File: src/rtl/pinmux_pad_attr_ctrl.sv
// Pad attribute controller: WARL-masked per-pad attribute registers with apply/settle write sequencing.
// Optional sticky per-pad write lock enabled by defining PAD_ATTR_LOCK_EN.
module pinmux_pad_attr_ctrl #(
   parameter int NumPads      = 4,
   parameter int AttrW        = 8,
   parameter int PadType      = 2,
   parameter int SettleCycles = 3
) (
   input  logic                         clk_i,
   input  logic                         rst_ni,
   input  logic                         req_i,
   input  logic                         we_i,
   input  logic [$clog2(NumPads+1)-1:0] pad_idx_i,
   input  logic [AttrW-1:0]             wdata_i,
   output logic                         gnt_o,
   output logic                         rvalid_o,
   output logic [AttrW-1:0]             rdata_o,
   output logic                         err_o,
   output logic                         busy_o,
   output logic [NumPads*AttrW-1:0]     pad_attr_o
);

   localparam int IdxW = $clog2(NumPads + 1);
   localparam int CntW = (SettleCycles > 0) ? $clog2(SettleCycles + 1) : 1;
   localparam logic [IdxW-1:0]  LastIdx  = IdxW'(NumPads);
   localparam logic [CntW-1:0]  CntLast  = CntW'((SettleCycles > 0) ? SettleCycles - 1 : 0);
   localparam logic [AttrW-1:0] AttrMask = (PadType == 1) ? AttrW'(3) :
                                           (PadType == 2) ? {AttrW{1'b1}} : {AttrW{1'b0}};

   typedef enum logic [1:0] {IDLE, APPLY, SETTLE, RESP} state_t;

   state_t            state_reg, state_next;
   logic              we_reg;
   logic              err_reg;
   logic [IdxW-1:0]   idx_reg;
   logic [AttrW-1:0]  wdata_reg;
   logic [AttrW-1:0]  wdata_next;
   logic [CntW-1:0]   cnt_reg;
   logic [NumPads*AttrW-1:0] attr_bus;
   logic [AttrW-1:0]  rd_sel;
   logic              gnt;
   logic              req_err;
   logic              lock_sel;
   logic              apply_pad;

   // Gated by rst_ni so a request held across reset is never granted while reset is asserted.
   assign gnt = req_i & rst_ni & (state_reg == IDLE);

`ifdef PAD_ATTR_LOCK_EN
   logic [NumPads-1:0] lock_reg;
   logic [NumPads-1:0] lock_wdata;
   logic [AttrW-1:0]   lock_rdata;
   logic               idx_locked;

   always_comb begin
      idx_locked = 1'b0;
      for (int k = 0; k < NumPads; k++) begin
         if (pad_idx_i == IdxW'(k)) begin
            idx_locked = lock_reg[k];
         end
      end
   end

   assign req_err    = (pad_idx_i > LastIdx) | (we_i & idx_locked);
   assign lock_sel   = (idx_reg == LastIdx);
   // The lock index keeps the raw write data; pad writes are WARL-masked.
   assign wdata_next = (pad_idx_i == LastIdx) ? wdata_i : (wdata_i & AttrMask);

   generate
      for (genvar gi = 0; gi < NumPads; gi++) begin : g_lock_w
         if (gi < AttrW) begin : g_bit
            assign lock_wdata[gi] = wdata_reg[gi];
         end else begin : g_zero
            assign lock_wdata[gi] = 1'b0;
         end
      end
      for (genvar gi = 0; gi < AttrW; gi++) begin : g_lock_r
         if (gi < NumPads) begin : g_bit
            assign lock_rdata[gi] = lock_reg[gi];
         end else begin : g_zero
            assign lock_rdata[gi] = 1'b0;
         end
      end
   endgenerate

   always_ff @(posedge clk_i or negedge rst_ni) begin
      if (!rst_ni) begin
         lock_reg <= '0;
      end else if (state_reg == APPLY && lock_sel) begin
         lock_reg <= lock_reg | lock_wdata;
      end
   end
`else
   assign req_err    = (pad_idx_i >= LastIdx);
   assign lock_sel   = 1'b0;
   assign wdata_next = wdata_i & AttrMask;
`endif

   always_comb begin
      state_next = state_reg;
      case (state_reg)
         IDLE: begin
            if (gnt) begin
               state_next = (we_i && !req_err) ? APPLY : RESP;
            end
         end
         APPLY:   state_next = (SettleCycles > 0) ? SETTLE : RESP;
         SETTLE: begin
            if (cnt_reg == CntLast) begin
               state_next = RESP;
            end
         end
         RESP:    state_next = IDLE;
         default: state_next = IDLE;
      endcase
   end

   always_ff @(posedge clk_i or negedge rst_ni) begin
      if (!rst_ni) begin
         state_reg <= IDLE;
         we_reg    <= 1'b0;
         err_reg   <= 1'b0;
         idx_reg   <= '0;
         wdata_reg <= '0;
         cnt_reg   <= '0;
      end else begin
         state_reg <= state_next;
         if (gnt) begin
            we_reg    <= we_i;
            err_reg   <= req_err;
            idx_reg   <= pad_idx_i;
            wdata_reg <= wdata_next;
            cnt_reg   <= '0;
         end else if (state_reg == SETTLE) begin
            cnt_reg <= cnt_reg + 1'b1;
         end
      end
   end

   assign apply_pad = (state_reg == APPLY) & ~lock_sel;

   generate
      for (genvar gi = 0; gi < NumPads; gi++) begin : g_pad
         logic [AttrW-1:0] attr_reg;
         always_ff @(posedge clk_i or negedge rst_ni) begin
            if (!rst_ni) begin
               attr_reg <= '0;
            end else if (apply_pad && idx_reg == IdxW'(gi)) begin
               attr_reg <= wdata_reg;
            end
         end
         assign attr_bus[gi*AttrW +: AttrW] = attr_reg;
      end
   endgenerate

   always_comb begin
      rd_sel = '0;
      for (int k = 0; k < NumPads; k++) begin
         if (idx_reg == IdxW'(k)) begin
            rd_sel = attr_bus[k*AttrW +: AttrW];
         end
      end
`ifdef PAD_ATTR_LOCK_EN
      if (idx_reg == LastIdx) begin
         rd_sel = lock_rdata;
      end
`endif
   end

   assign gnt_o      = gnt;
   assign rvalid_o   = (state_reg == RESP);
   assign err_o      = (state_reg == RESP) & err_reg;
   assign rdata_o    = ((state_reg == RESP) && !we_reg && !err_reg) ? rd_sel : '0;
   assign busy_o     = (state_reg != IDLE);
   assign pad_attr_o = attr_bus;

endmodule
File: config.mk
export PLATFORM = sky130hd
export DESIGN_NAME = pinmux_pad_attr_ctrl
export DESIGN_NICKNAME = d
export VERILOG_FILES = /design/src/rtl/pinmux_pad_attr_ctrl.sv
export SDC_FILE = /design/constraint.sdc
export NUM_CORES = 1
export LEC_CHECK = 0
export BUFFER_PORTS_ARGS = -buffer_cell sky130_fd_sc_hd__buf_2
export CAP_MARGIN = 10
export CORE_MARGIN = 3
export CORE_UTILIZATION = 45
export CTS_CLUSTER_DIAMETER = 60
export DETAILED_ROUTE_END_ITERATION = 7
export GPL_TIMING_DRIVEN = 0
export PLACE_DENSITY = 0.73
export SYNTH_ARGS = -nofsm -noshare
export SYNTH_HDL_FRONTEND = slang
export SYNTH_SLANG_ARGS = --single-unit
File: constraint.sdc
create_clock -name clk_i -period 2.15 [get_ports clk_i]
set_clock_uncertainty 0.15 [all_clocks]
set_input_delay 0.1075 -clock clk_i [delete_from_list [all_inputs] [get_ports clk_i]]
set_output_delay 0.1075 -clock clk_i [all_outputs]
set_load 0.02 [all_outputs]
==> metrics.md, run 1 <==
| Metric | Value |
|---|---|
| Power density relative to cell area | `1498 nW/um^2` |
| Worst-skew pair later-pin latency | `0.30 ns` |
| Core Box Area | `4786 sq um` |
| DR vias | `1704` |
| Shortest clock period the worst path allows after layout | `2.060 ns` |
| Site row count | `25` |
| Worst min-delay path startpoint | `req_i` |
| Number of top-level pins | `59` |
| Max-capacitance violation count | `0` |
| Pin count of the biggest net entering global routing | `50` |
| Final-report hold violation count | `0` |
| Worst IR Drop VDD | `0.7233 mV` |
| Commonest non-fill, non-tap cell in the layout | `buf_2` |
| Type of the worst setup path | `register to register` |
| Max-slew violations | `0` |
| RSZ-0062 raised after global routing | `no` |
| Die width | `77.02 um` |
| Ant diodes | `0` |
| Top routing layer in use | `met4` |
| TritonCTS Sinks | `49` |
| Crit. Startpoint | `state_reg[1]$_DFFE_PN0P_` |
| Via/cell ratio | `5.071` |
| Post-route fraction of the period consumed by the critical path | `0.9582` |
| Number of standard cells after synthesis | `191` |
| Fraction of final layout cells sized beyond drive strength 1 | `0.4126` |
| Effective utilization at floorplan | `0.4742` |
| Result of the run | `complete, no violations` |
| WL met3 | `approximately 280 um` |
| Maximum fanout count along the critical path | `8` |
| Clock tree root driver cell | `clkbuf_8` |
| Bufs on Longest Clock Path | `2` |
| Post-DP HPWL | `about 3.6 mm` |
| Req. time, crit path | `2.19 ns` |
| Sequential element share of the synthesized area | `0.5402` |
| Vias in the first global route | `approximately 1700` |
| Fill count | `a little over 400` |
| Post-Syn Area | `roughly 2300 sq um` |
| DR iter-0 viols | `49` |
| Distinct cell type count after synthesis | `29` |
| Pwr Total | `4.357 mW` |
| Global placement routability congestion | `0.8057` |
| Static power due to leakage | `1.507 nW` |
| Actual transition at the worst max-transition pin | `0.5721 ns` |
| Synth top area share | `0.5402` |
| Count of antenna-violating nets left after detailed routing | `0` |
| Synthesized Nets | `212` |
| Proportion of synthesized flip-flops having asynchronous set or reset | `1.000` |
| First-pass GRT wire length | `approximately 8.7 mm` |
| TritonCTS clock tree | `built` |
| Area taken by flip-flops and latches | `approximately 1200 sq um` |
| Clock H-tree levels | `2` |
| Met1 WL | `2.376 mm` |
| Worst min path class | `input pin to register` |
| Relative slew margins | `0.6182` |
| Launching element type of the critical path | `register` |
| Synthesis warning total | `0` |
| Met2 wire length | `2.535 mm` |
| 1st-pass router iterations | `4` |
| Footprint of the multi-input gates | `996.0 sq um` |
| Worst slack, placed | `-0.3489 ns` |
| Register bit total from synthesis | `49` |
| Die height | `77.02 um` |
| PnR worst setup slack | `0.08983 ns` |
| Global route overflow | `0` |
| Post-route DRC | `0` |
| Final routed wirelength across all metal layers | `5.223 mm` |
| Final net count | `290` |
| Mean post-synth cell area | `11.88 sq um` |
| Crit Reg-Reg Startpoint | `state_reg[1]$_DFFE_PN0P_` |
| Utilization of the core after routing | `0.6078` |
| Cell taking the most area after synthesis | `dfrtp_1` |
| Number of antenna violations at the first check in global routing | `0` |
| Routed wire length per instance | `between 15 and 20 um` |
| Total clock buffers created by CTS | `5` |
| Most used cells in the layout excluding fill and tap cells | `59 x buf_2, 48 x dfrtp_1, 38 x nand2_1` |
| Arrival time of the worst setup path | `2.10 ns` |
| Signed area change from the synthesized netlist to the final layout | `28.17%` |
| Number of setup violations in the final report | `0` |
| Synth area leaders | `dfrtp_1 54%, mux2_2 16%, nand2_1 6.3%` |
| Area enclosed by the die boundary | `about 5900 sq um` |
| Count of flip-flops with a built-in enable after synthesis | `0` |
| Clock slew at reported path FFs | `0.08 ns` |
| Setup crit end kind | `register` |
| Global-route usage over all layers | `0.1914` |
| Synth Flop Type | `dfrtp_1` |
| Max Clock Freq | `485.4 MHz` |
| Port-buffer cells | `58` |
| Largest register FFs | `32` |
-- per-layer routing --
metal	track usage	up-vias
met5	0	-
met3	0.05164	4
met2	0.3092	41
li1	-	819
met1	0.2521	840
met4	0.05872	0
-- layout make-up --
cell class / count / area share
Sequential cell: 49 / 0.4219
Multi-Input combinational cell: 128 / 0.3424
Timing Repair Buffer: 73 / 0.1574
Clock buffer: 7 / 0.02968
Tap cell: 67 / 0.02882
Buffer: 5 / 0.009892
Inverter: 7 / 0.009892
-- synthesized netlist by cell type (2+ instances only) --
cell / number
nand2_1: 38
o221ai_1: 8
nor2_1: 10
dfrtp_1: 49
a211oi_1: 8
inv_1: 7
nor2b_1: 8
buf_4: 2
mux2i_1: 2
buf_2: 4
ha_1: 6
mux2_2: 32
-- critical path, cell delays in order, from the launching register on --
cell	delay [ns]
dfrtp_1	0.41
inv_1	0.12
ha_1	0.26
nand2b_4	0.11
nor3b_4	0.51
mux2_2	0.40
-- where the power goes --
part / internal [mW] / switching [mW] / total, mW
Clock: 0.255 / 0.281 / 0.536
Combinational: 0.888 / 1.19 / 2.08
Sequential: 1.36 / 0.380 / 1.74
Total: 2.51 / 1.85 / 4.36
-- logic make-up (layout without fill, tap and decap cells) --
logic type	Yosys count	after routing	share of synthesized area
AND/OR/NAND/NOR	67	67	0.1571
flip-flops	49	49	0.5402
multiplexers	34	34	0.1676
AO/OA/AOI/OAI	20	20	0.06946
buffers and inverters	14	92	0.02866
adder cells (fa/ha/maj)	6	6	0.03308
XOR/XNOR	1	1	0.003860
-- stage by stage --
step           cell area, sq um  hold slack [ns]  TNS, ns  instances
5_1_grt                    2909           0.1602        0        336
3_5_place_dp               2644           0.1513   -2.984        316
3_3_place_gp               2644           0.1527   -2.687        316
6_report                   2909           0.1569        0        336
2_1_floorplan              2270          -0.3381        0        191
4_1_cts                    2910           0.1169        0        337
-- final timing paths --
| kind | end | slack [ns] | cells past startpoint |
|---|---|---|---|
| setup / recovery | g_pad[2].attr_reg[3]$_DFFE_PN0P_ | 0.09 | 5 |
| min in group asynchronous | err_reg$_DFFE_PN0P_ | 0.18 | 3 |
| max in group asynchronous | idx_reg[1]$_DFFE_PN0P_ | 1.43 | 3 |
| hold / removal | state_reg[0]$_DFFE_PN0P_ | 0.16 | 3 |
| hold reg to reg | g_pad[0].attr_reg[4]$_DFFE_PN0P_ | 0.38 | 1 |
| setup reg to reg | g_pad[2].attr_reg[3]$_DFFE_PN0P_ | 0.09 | 5 |
-- what timing repair did --
| action | 4_1_cts | 5_1_grt |
|---|---|---|
| resized for setup | 4 | 3 |
| pin swaps | 0 | 1 |
| buffers inserted | 1 | 0 |
| setup endpoints to repair | 9 | 12 |
| hold buffers | 14 | 0 |
| endpoints found under the hold margin | 63 | 0 |
Note: power is estimated with default switching activity, not from simulation.
==> run 2, diff against run 1 <==
--- a/config.mk
+++ b/config.mk
@@ -9,6 +9,7 @@
 export CAP_MARGIN = 10
 export CORE_MARGIN = 3
 export CORE_UTILIZATION = 45
+export CTS_BUF_LIST = sky130_fd_sc_hd__clkbuf_4 sky130_fd_sc_hd__clkbuf_8
 export CTS_CLUSTER_DIAMETER = 60
 export DETAILED_ROUTE_END_ITERATION = 7
 export GPL_TIMING_DRIVEN = 0
==> metrics.md, run 2 (same netlist as run 1, synthesis figures left out) <==
| Metric | Value |
|---|---|
| Ant diodes | `0 (unchanged)` |
| Slack of the worst reg-to-reg path | `0.11 ns (was 0.09 ns)` |
| Signed area change from the synthesized netlist to the final layout | `28.34% (was 28.17%)` |
| Crit. Startpoint | `idx_reg[0]$_DFFE_PN0P_ (was state_reg[1]$_DFFE_PN0P_)` |
| Max Clock Freq | `490.4 MHz (was 485.4 MHz)` |
| Die width | `77.02 um (unchanged)` |
| Post-route DRC | `0 (unchanged)` |
| Effective utilization at floorplan | `0.4742 (unchanged)` |
| Post-DP HPWL | `3.567 mm (unchanged)` |
| Port-buffer cells | `58 (unchanged)` |
| RSZ-0062 raised after global routing | `no (unchanged)` |
| Bufs on Longest Clock Path | `2 (unchanged)` |
| Area taken by flip-flops and latches | `1227 sq um (unchanged)` |
| Crit Reg-Reg Startpoint | `state_reg[1]$_DFFE_PN0P_ (unchanged)` |
| Reg2reg end | `g_pad[2].attr_reg[3]$_DFFE_PN0P_ (unchanged)` |
| DR iter-0 viols | `47 (was 49)` |
| Global route overflow | `0 (unchanged)` |
| Setup crit end kind | `primary output (was register)` |
| Worst-skew pair later-pin latency | `0.30 ns (about the same)` |
| Worst Reg2Reg Path Length in Cells | `5 (unchanged)` |
| Number of antenna violations at the first check in global routing | `0 (unchanged)` |
| Die height | `77.02 um (unchanged)` |
| Arrival time of the worst setup path | `1.78 ns (was 2.10 ns)` |
| Worst-path cell with the longest stage delay | `dfrtp_1 (was nor3b_4)` |
| Dpl cell area | `2644 sq um (unchanged)` |
| DR vias | `1717 (was 1704)` |
| Worst path most repeated cell | `buf_2` |
| Crit path to | `rdata_o[2] (was g_pad[2].attr_reg[3]$_DFFE_PN0P_)` |
| Number of setup violations in the final report | `0 (unchanged)` |
| Final-report hold violation count | `0 (unchanged)` |
| Max-slew violations | `0 (unchanged)` |
| Footprint of the multi-input gates | `996.0 sq um (unchanged)` |
| Routed wire length per instance | `15.48 um (was 15.54 um)` |
| Count of antenna-violating nets left after detailed routing | `0 (unchanged)` |
| Clock slew at reported path FFs | `0.08 ns (about the same)` |
| Req. time, crit path | `1.89 ns (was 2.19 ns)` |
| Shortest clock period the worst path allows after layout | `2.039 ns (was 2.060 ns)` |
| TritonCTS clock tree | `built (unchanged)` |
| TritonCTS Sinks | `49 (unchanged)` |
| Most used cells in the layout excluding fill and tap cells | `59 x buf_2, 48 x dfrtp_1, 38 x nand2_1 (unchanged)` |
| Core Box Area | `4786 sq um (unchanged)` |
| Cell breakdown of the critical path | `buf_2 > clkbuf_4 > nand3b_4 > o221ai_1 > nor2_1 > buf_2 (was inv_1 > ha_1 > nand2b_4 > nor3b_4 > mux2_2)` |
| First-pass GRT wire length | `8.694 mm (unchanged)` |
| Largest register FFs | `32 (unchanged)` |
| Maximum fanout count along the critical path | `10 (was 8)` |
| Vias in the first global route | `1733 (unchanged)` |
| Commonest non-fill, non-tap cell in the layout | `buf_2 (unchanged)` |
| Final standard cell area without fillers | `2913 sq um (was 2909 sq um)` |
| Actual transition at the worst max-transition pin | `0.5433 ns (was 0.5721 ns)` |
| Clock tree root driver cell | `clkbuf_8 (unchanged)` |
| Site row count | `25 (unchanged)` |
| 1st-pass router iterations | `4 (unchanged)` |
| Pin count of the biggest net entering global routing | `50 (unchanged)` |
| Worst min path class | `input pin to register (unchanged)` |
| Number of top-level pins | `59 (unchanged)` |
| Post-route fraction of the period consumed by the critical path | `0.9485 (was 0.9582)` |
| Via/cell ratio | `5.110 (was 5.071)` |
| Final net count | `290 (unchanged)` |
| Type of the worst setup path | `register to primary output (was register to register)` |
| Relative slew margins | `0.6374 (was 0.6182)` |
| Fraction of final layout cells sized beyond drive strength 1 | `0.4164 (was 0.4126)` |
| Total clock buffers created by CTS | `5 (unchanged)` |
| Fill count | `407 (was 409)` |
| Clock H-tree levels | `2 (unchanged)` |
| Accumulated negative setup slack | `0 ns (unchanged)` |
| Area enclosed by the die boundary | `5932 sq um (unchanged)` |
| Final routed wirelength across all metal layers | `5.201 mm (was 5.223 mm)` |
| Result of the run | `complete, no violations (unchanged)` |
| Static power due to leakage | `1.511 nW (was 1.507 nW)` |
| Launching element type of the critical path | `register (unchanged)` |
| Utilization of the core after routing | `0.6086 (was 0.6078)` |
| Max-capacitance violation count | `0 (unchanged)` |
| Global placement routability congestion | `0.8057 (unchanged)` |
| Worst IR Drop VDD | `0.7215 mV (was 0.7233 mV)` |
| Largest stage delay on the critical path | `0.34 ns (was 0.51 ns)` |
| Global-route usage over all layers | `0.1914 (unchanged)` |
| Power density relative to cell area | `1499 nW/um^2 (was 1498 nW/um^2)` |
==> run 2: cell counts in the layout (fill, tap and decap cells not counted) <==
No cell type changed its count.
==> run 2: routing by layer <==
layer,share of wire,track usage
met4,0.0054,0.05872
met3,0.059,0.05164
met2,0.49,0.3092
met5,0,0
met1,0.45,0.2521
==> run 2: repair_timing <==
action | CTS | global route
setup endpoints to repair | 9 | 12
resized for setup | 4 | 3
hold buffers | 14 | 0
gates cloned | 0 | 0
hold endpoints to repair | 63 | 0
buffers inserted | 1 | 0
pin swaps | 0 | 1
==> run 2: final cells by class <==
cell class | instances | area share
Clock buffer | 7 | 0.03093
Tap cell | 67 | 0.02878
Timing Repair Buffer | 73 | 0.1572
Inverter | 7 | 0.009880
Sequential cell | 49 | 0.4214
Buffer | 5 | 0.009880
Multi-Input combinational cell | 128 | 0.3419
==> run 2: stage by stage <==
step                worst slack [ns]  power [mW]  hold slack (ns)  std cells
finish                        0.1108       4.367           0.1595        336
global route               0.0005473       4.692           0.1602        336
detailed placement           -0.3489       3.810           0.1513        316
global placement             -0.3372       3.751           0.1527        316
floorplan                     0.2289       3.130          -0.3381        191
CTS                          0.01951       4.428           0.1169        337
==> run 2: power breakdown <==
| part | internal, mW | switching, mW |
|---|---|---|
| Sequential | 1.36 | 0.382 |
| Combinational | 0.888 | 1.19 |
| Clock | 0.268 | 0.278 |
| Total | 2.52 | 1.85 |
==> run 2: critical path: cells and delay by family, from the launching register on <==
family | cells | cell delay (ns)
buffers and inverters | 3 | 0.64
AOI/OAI and AO/OA | 1 | 0.26
DFF | 1 | 0.34
and+or+nand+nor | 2 | 0.25
==> run 2: worst min path at each step <==
stage / endpoint / slack (ns) / from / cells past startpoint
2_1_floorplan: cnt_reg[0]$_DFFE_PN0P_ / -0.34 / rst_ni / 0
3_3_place_gp: wdata_reg[6]$_DFFE_PN0P_ / 0.15 / wdata_i[6] / 3
3_5_place_dp: wdata_reg[0]$_DFFE_PN0P_ / 0.15 / wdata_i[0] / 3
4_1_cts: wdata_reg[1]$_DFFE_PN0P_ / 0.12 / req_i / 4
5_1_grt: state_reg[0]$_DFFE_PN0P_ / 0.16 / req_i / 3
6_report: state_reg[0]$_DFFE_PN0P_ / 0.16 / req_i / 3
